## config.mk

```make
export PLATFORM = sky130hd
export DESIGN_NAME = hgdb_bp_arbiter
export DESIGN_NICKNAME = d
export VERILOG_FILES = /design/src/rtl/hgdb_bp_arbiter.sv
export SDC_FILE = /design/constraint.sdc
export NUM_CORES = 1
export LEC_CHECK = 0
export BUFFER_PORTS_ARGS = -buffer_cell sky130_fd_sc_hd__buf_2
export CORE_ASPECT_RATIO = 0.7
export CORE_MARGIN = 1.5
export CORE_UTILIZATION = 49
export CTS_CLUSTER_SIZE = 30
export DETAILED_ROUTE_END_ITERATION = 6
export PLACE_DENSITY = 0.94
export RECOVER_POWER = 25
export SYNTH_ARGS = -nofsm -noshare
export SYNTH_HDL_FRONTEND = slang
export SYNTH_SLANG_ARGS = --single-unit
```

## constraint.sdc

```tcl
create_clock -name clk -period 3.6 [get_ports clk]
set_input_delay 0.54 -clock clk [delete_from_list [all_inputs] [get_ports clk]]
set_output_delay 0.54 -clock clk [all_outputs]
set_load 0.05 [all_outputs]
```

## src/rtl/hgdb_bp_arbiter.sv

```systemverilog
// -----------------------------------------------------------------------------
// hgdb_bp_arbiter
//
// Collects breakpoint-hit requests from NUM_REQ requesters, selects one
// round-robin, offers it to the debugger runtime as an event, stalls the
// design while the runtime services it, and acks the requester on resume.
//
// Ports
//   clk        in   rising-edge clock
//   rst_n      in   asynchronous active-low reset
//   req_valid  in   [NUM_REQ]           per-requester hit request (held until ack)
//   req_id     in   [NUM_REQ*ID_WIDTH]  per-requester breakpoint ID, slice i at i*ID_WIDTH
//   bp_enable  in   [NUM_REQ]           per-requester enable mask
//   evt_valid  out  event offered to the runtime
//   evt_ready  in   runtime accepts the event
//   evt_src    out  [clog2(NUM_REQ)]    granted requester index
//   evt_id     out  [ID_WIDTH]          granted breakpoint ID
//   resume     in   single-cycle release pulse from the runtime
//   halt       out  design stall while a breakpoint is in service
//   req_ack    out  [NUM_REQ]           one-hot single-cycle completion pulse
//   hit_count  out  [16]                serviced breakpoints, saturating at 0xFFFF
// -----------------------------------------------------------------------------
module hgdb_bp_arbiter #(
  parameter int NUM_REQ  = 4,
  parameter int ID_WIDTH = 16,
  localparam int SRC_W   = $clog2(NUM_REQ)
) (
  input  logic                         clk,
  input  logic                         rst_n,
  input  logic [NUM_REQ-1:0]           req_valid,
  input  logic [NUM_REQ*ID_WIDTH-1:0]  req_id,
  input  logic [NUM_REQ-1:0]           bp_enable,
  output logic                         evt_valid,
  input  logic                         evt_ready,
  output logic [SRC_W-1:0]             evt_src,
  output logic [ID_WIDTH-1:0]          evt_id,
  input  logic                         resume,
  output logic                         halt,
  output logic [NUM_REQ-1:0]           req_ack,
  output logic [15:0]                  hit_count
);

  typedef enum logic [1:0] {
    ST_IDLE  = 2'd0,
    ST_ISSUE = 2'd1,
    ST_HALT  = 2'd2
  } state_t;

  state_t                state_reg;
  state_t                state_next;
  logic [SRC_W-1:0]      ptr_reg;
  logic [SRC_W-1:0]      evt_src_reg;
  logic [ID_WIDTH-1:0]   evt_id_reg;
  logic [NUM_REQ-1:0]    ack_reg;
  logic [15:0]           hit_reg;

  logic [NUM_REQ-1:0]    eligible;
  logic                  grant_found;
  logic [SRC_W-1:0]      grant_idx;
  logic                  load_grant;
  logic                  do_ack;

  // Unpack the flat ID bus into one entry per requester.
  logic [ID_WIDTH-1:0]   id_slice [NUM_REQ];

  for (genvar gi = 0; gi < NUM_REQ; gi++) begin : g_id_slice
    assign id_slice[gi] = req_id[gi*ID_WIDTH +: ID_WIDTH];
  end

  // A requester that is being acked this cycle is still holding req_valid,
  // so it is masked out to avoid granting the same hit twice.
  assign eligible = req_valid & bp_enable & ~ack_reg;

  // Round-robin search starting just after the last serviced requester.
  always_comb begin
    logic [SRC_W-1:0] cand;
    grant_found = 1'b0;
    grant_idx   = '0;
    cand        = '0;
    for (int k = 1; k <= NUM_REQ; k++) begin
      cand = SRC_W'((int'(ptr_reg) + k) % NUM_REQ);
      if (!grant_found && eligible[cand]) begin
        grant_found = 1'b1;
        grant_idx   = cand;
      end
    end
  end

  // Next-state and control decode.
  always_comb begin
    state_next = state_reg;
    load_grant = 1'b0;
    do_ack     = 1'b0;
    case (state_reg)
      ST_IDLE: begin
        if (grant_found) begin
          state_next = ST_ISSUE;
          load_grant = 1'b1;
        end
      end
      ST_ISSUE: begin
        // Event stays offered with latched src/id until the runtime takes it.
        if (evt_ready) begin
          state_next = ST_HALT;
        end
      end
      ST_HALT: begin
        if (resume) begin
          state_next = ST_IDLE;
          do_ack     = 1'b1;
        end
      end
      default: begin
        state_next = ST_IDLE;
      end
    endcase
  end

  // State and datapath registers. A reset mid-service simply drops the
  // pending event: no ack is produced because ack_reg is cleared.
  always_ff @(posedge clk or negedge rst_n) begin
    if (!rst_n) begin
      state_reg   <= ST_IDLE;
      ptr_reg     <= SRC_W'(NUM_REQ - 1);
      evt_src_reg <= '0;
      evt_id_reg  <= '0;
      ack_reg     <= '0;
      hit_reg     <= 16'd0;
    end else begin
      state_reg <= state_next;

      if (load_grant) begin
        evt_src_reg <= grant_idx;
        evt_id_reg  <= id_slice[grant_idx];
      end

      if (do_ack) begin
        ack_reg <= NUM_REQ'(1) << evt_src_reg;
        ptr_reg <= evt_src_reg;
        if (hit_reg != 16'hFFFF) begin
          hit_reg <= hit_reg + 16'd1;
        end
      end else begin
        ack_reg <= '0;
      end
    end
  end

  assign evt_valid = (state_reg == ST_ISSUE);
  assign halt      = (state_reg != ST_IDLE);
  assign evt_src   = evt_src_reg;
  assign evt_id    = evt_id_reg;
  assign req_ack   = ack_reg;
  assign hit_count = hit_reg;

endmodule

```

==> impl_summary.log <==
INFO  metric grt_pass1_vias = 1870
INFO  metric min_delay_worst_endpoint = state_reg[1]$_DFFE_PN0P_
INFO  metric grt_remaining_overflow = 0
INFO  metric rsz0062_at_grt = no
INFO  metric slowest_stage = dfstp_2
INFO  metric final_antenna_net_count = 0
INFO  metric yosysSeqAreaShare = 0.4574
INFO  metric initial_utilization = 0.5201
INFO  metric route.vias.total = 1985
INFO  metric drt_wl_total = approximately 5400 µm
INFO  metric route.detailed.vias_per_inst = 5.322
INFO  metric antenna_cells_inserted = 0
INFO  metric cts.sinks = between 40 and 50
INFO  metric row_count = 20
INFO  metric drt_first_pass_iters = 7
INFO  metric finalCritPeriodShare = 0.6459
INFO  metric hold_start = resume
INFO  metric period_needed = around 2.3 ns
INFO  metric wire_length_of_the_first_global_routing_pass = roughly 8600 µm
INFO  metric finalHoldViolations = 0
INFO  metric timing.hold.worst.class = input pin to flip-flop
INFO  metric grt_antenna_before_repair = 0
INFO  metric critical_path.n_buffers_inverters = 1
INFO  metric grt_start_max_net_pins = 43
INFO  metric boundaryPins = around 120
INFO  metric postSynth.asyncResetShare = 1.000
INFO  metric worst_setup_end_kind = flip-flop
INFO  metric die_height = a little over 60 µm
INFO  metric timing_worst_setup_path_type = flip-flop to flip-flop
INFO  metric io_buffer_count = roughly 120
INFO  metric tritoncts = done
INFO  metric crit-reg2reg-launch = ptr_reg[1]$_DFFE_PN1P_
INFO  metric clock_tree.root_cell = clkbuf_8
INFO  metric worst-r2r-cell-count = 6
INFO  metric track_usage = 0.2179
INFO  metric violated_checks = DRC, capacitance limit, slew limit
INFO  metric post_cts_hold_buffer_count = 0
INFO  metric hold_depth = 2
INFO  metric postSynth.topFlopCell = dfrtp_1
INFO  metric number_of_stages_on_the_worst_setup_path = 6
INFO  metric critical_path.max_fanout = 33
INFO  metric globalRouteMet1Util = 0.2958
INFO  metric status = finished, violations left
INFO  metric critical-path-max-stage-delay = a little under 0.6 ns
INFO  metric die_width = between 80 and 90 µm
INFO  metric setup_viol_count_final = 0
INFO  metric slew_at_the_pin_with_the_worst_max_slew_slack = 2.181 ns
INFO  metric setup.reg_to_reg.worst_slack = 1.27 ns
INFO  metric reg2reg_to = evt_id[14]$_DFFE_PN0P_
INFO  metric clkLatencyLatePin = 0.30 ns
INFO  metric timing.fmax = 0.4301 GHz
INFO  metric critical-path-top-delay-family = flip-flops
INFO  metric pwr_density_cell = a little under 800 nW/µm²
INFO  metric cp_data_required_time = approximately 3.7 ns
INFO  metric busiest_layer = met2
INFO  metric mapped_avg_cell_area = between 10 and 15 µm²
INFO  metric first_iter_violations = 86
INFO  metric post_cts_resized = 0
INFO  metric maximum_resistive_drop_on_vdd = 0.0007089 V
INFO  metric fin_nets = approximately 390
INFO  metric drc = 19
INFO  metric place_congestion = approximately 0.85
INFO  metric gr-usage-met3 = 0.05306
INFO  metric synthCells = around 200
INFO  metric mappedNetlistArea = ~2300 µm²
INFO  metric final_cell_count_no_fill = 373
INFO  metric syn-num-nets = between 200 and 300
INFO  metric timing.final.max_slew_violations = 43
INFO  metric post_cts_buffers = 0
INFO  metric dp_hpwl = 4061 µm
INFO  metric final.setup.tns = 0 ns
INFO  metric final_layout_size_suffix_gt1_frac = 0.4465
INFO  metric final_core_utilization = 0.6732
INFO  metric core-area = 4429 µm²
INFO  metric synth-seq-cells = 42
INFO  metric globalRouteMet2Util = 0.3571
INFO  metric h-tree-depth = 2
INFO  metric yosys.cell_types.count = 38
INFO  metric syn_to_final_growth = 29.44%
INFO  metric startpoint_type = flip-flop
INFO  metric die_area = 5128 µm²
INFO  metric ys.warnings.count = 0
INFO  metric cts_made_buffers = 5
INFO  metric path_clk_slew = 0.08 ns
INFO  metric skew = roughly 0.013 ns
INFO  metric power.static_leakage = between 1.5 and 2 nW
INFO  metric wl_per_cell = between 10 and 15 µm
INFO  metric worst_ep_arrival_time = around 2.5 ns
INFO  metric cts.path.max_buffers = 2
INFO  metric slew_headroom = -0.4538
INFO  metric drv_cap = 1
INFO  metric path_cells = and4b_1, o22ai_1, a222oi_1, buf_4, mux2i_1, o221ai_2
INFO  metric placedCellCount = about 370
INFO  metric synth-edff-count = 0
kinds of logic (layout without fill, tap and decap cells):
group / after synthesis / after routing / share of synthesized area
muxes: 34 / 34 / 0.1483
DFF: 42 / 42 / 0.4574
AOI/OAI and AO/OA: 26 / 26 / 0.1211
and+or+nand+nor: 73 / 73 / 0.1668
xor gates and xnor gates: 15 / 15 / 0.05704
adders and majority gates: 1 / 1 / 0.005431
buffers and inverters: 13 / 127 / 0.04400
worst register-to-register path: cells and delay by family (launching register included):
kind | cells | cell delay (ns)
AOI/OAI and AO/OA | 3 | 0.51
and+or+nand+nor | 1 | 0.20
DFF | 1 | 0.59
buffers and inverters | 1 | 0.52
muxes | 1 | 0.33
stage by stage:
step                power (mW)  area, µm²  setup WS (ns)  hold WS (ns)
finish                   2.333       2982          1.275        0.4650
global route             2.456       2982          1.009        0.4554
CTS                      2.349       2983          1.247        0.4001
detailed placement       1.976       2873          1.157        0.4673
global placement         1.939       2873          1.226        0.4675
floorplan                1.723       2303          1.482        0.2444
power by group:
group          leakage [nW]  switching [mW]  total [mW]  internal [mW]
logic                  1.00           0.838        1.21          0.374
clock network        0.0514           0.164       0.371          0.207
registers             0.542           0.126       0.750          0.624
layout by cell type (no fill, tap or decap), drive strengths merged, types with 2 or more instances in the layout:
master,instances
buf,116
dfrtp,40
mux2i,33
nand2,30
o221ai,16
xnor2,13
clkbuf,7
nor2,5
and3,5
nand3,5
and4,4
nand4,4
or2,3
nand2b,3
nor3b,3
and2,3
nand3b,3
inv,2
nor3,2
xor2,2
o21ai,2
o22ai,2
dfstp,2
layer usage:
layer / wire length, µm / part of all wire
met5: 0 / 0
met1: 2516 / 0.47
met3: 374 / 0.069
met4: 38 / 0.0070
met2: 2464 / 0.46
Yosys cell counts, types with 2 or more instances:
cell type	number	share of area
and2_1	3	0.0081
and3_1	5	0.014
and4_1	4	0.015
buf_12	2	0.017
buf_2	4	0.0087
clkbuf_1	3	0.0049
dfrtp_1	40	0.43
dfstp_2	2	0.023
inv_1	2	0.0033
mux2i_1	33	0.14
nand2_1	30	0.049
nand2b_1	3	0.0081
nand3_1	5	0.011
nand3b_1	3	0.0098
nand4_1	4	0.011
nor2_1	5	0.0081
nor3_1	2	0.0043
nor3b_1	3	0.0098
o21ai_0	2	0.0043
o221ai_1	6	0.023
o221ai_2	10	0.065
o22ai_1	2	0.0054
or2_2	3	0.0081
xnor2_1	13	0.049
xor2_1	2	0.0076
final cells by class:
class | count | area, µm²
sequential | 42 | 1054
fill | 334 | 1448
inverter | 2 | 7.507
multi-input combinational | 149 | 1152
tap | 55 | 68.82
clock buffer | 6 | 72.57
timing repair buffer | 117 | 589.3
clock inverter | 2 | 37.54
worst max-delay path by stage:
stage,slack (ns),from,end
2_1_floorplan,1.48,hit_count[0]$_DFFE_PN0P_,hit_count[7]$_DFFE_PN0P_
6_report,1.27,ptr_reg[1]$_DFFE_PN1P_,evt_id[14]$_DFFE_PN0P_
5_1_grt,1.01,rst_n,evt_id[9]$_DFFE_PN0P_
4_1_cts,1.25,ptr_reg[1]$_DFFE_PN1P_,evt_id[14]$_DFFE_PN0P_
3_5_place_dp,1.16,bp_enable[0],evt_id[3]$_DFFE_PN0P_
3_3_place_gp,1.23,bp_enable[0],evt_id[3]$_DFFE_PN0P_
No activity file was read; power rests on OpenSTA's default activity.
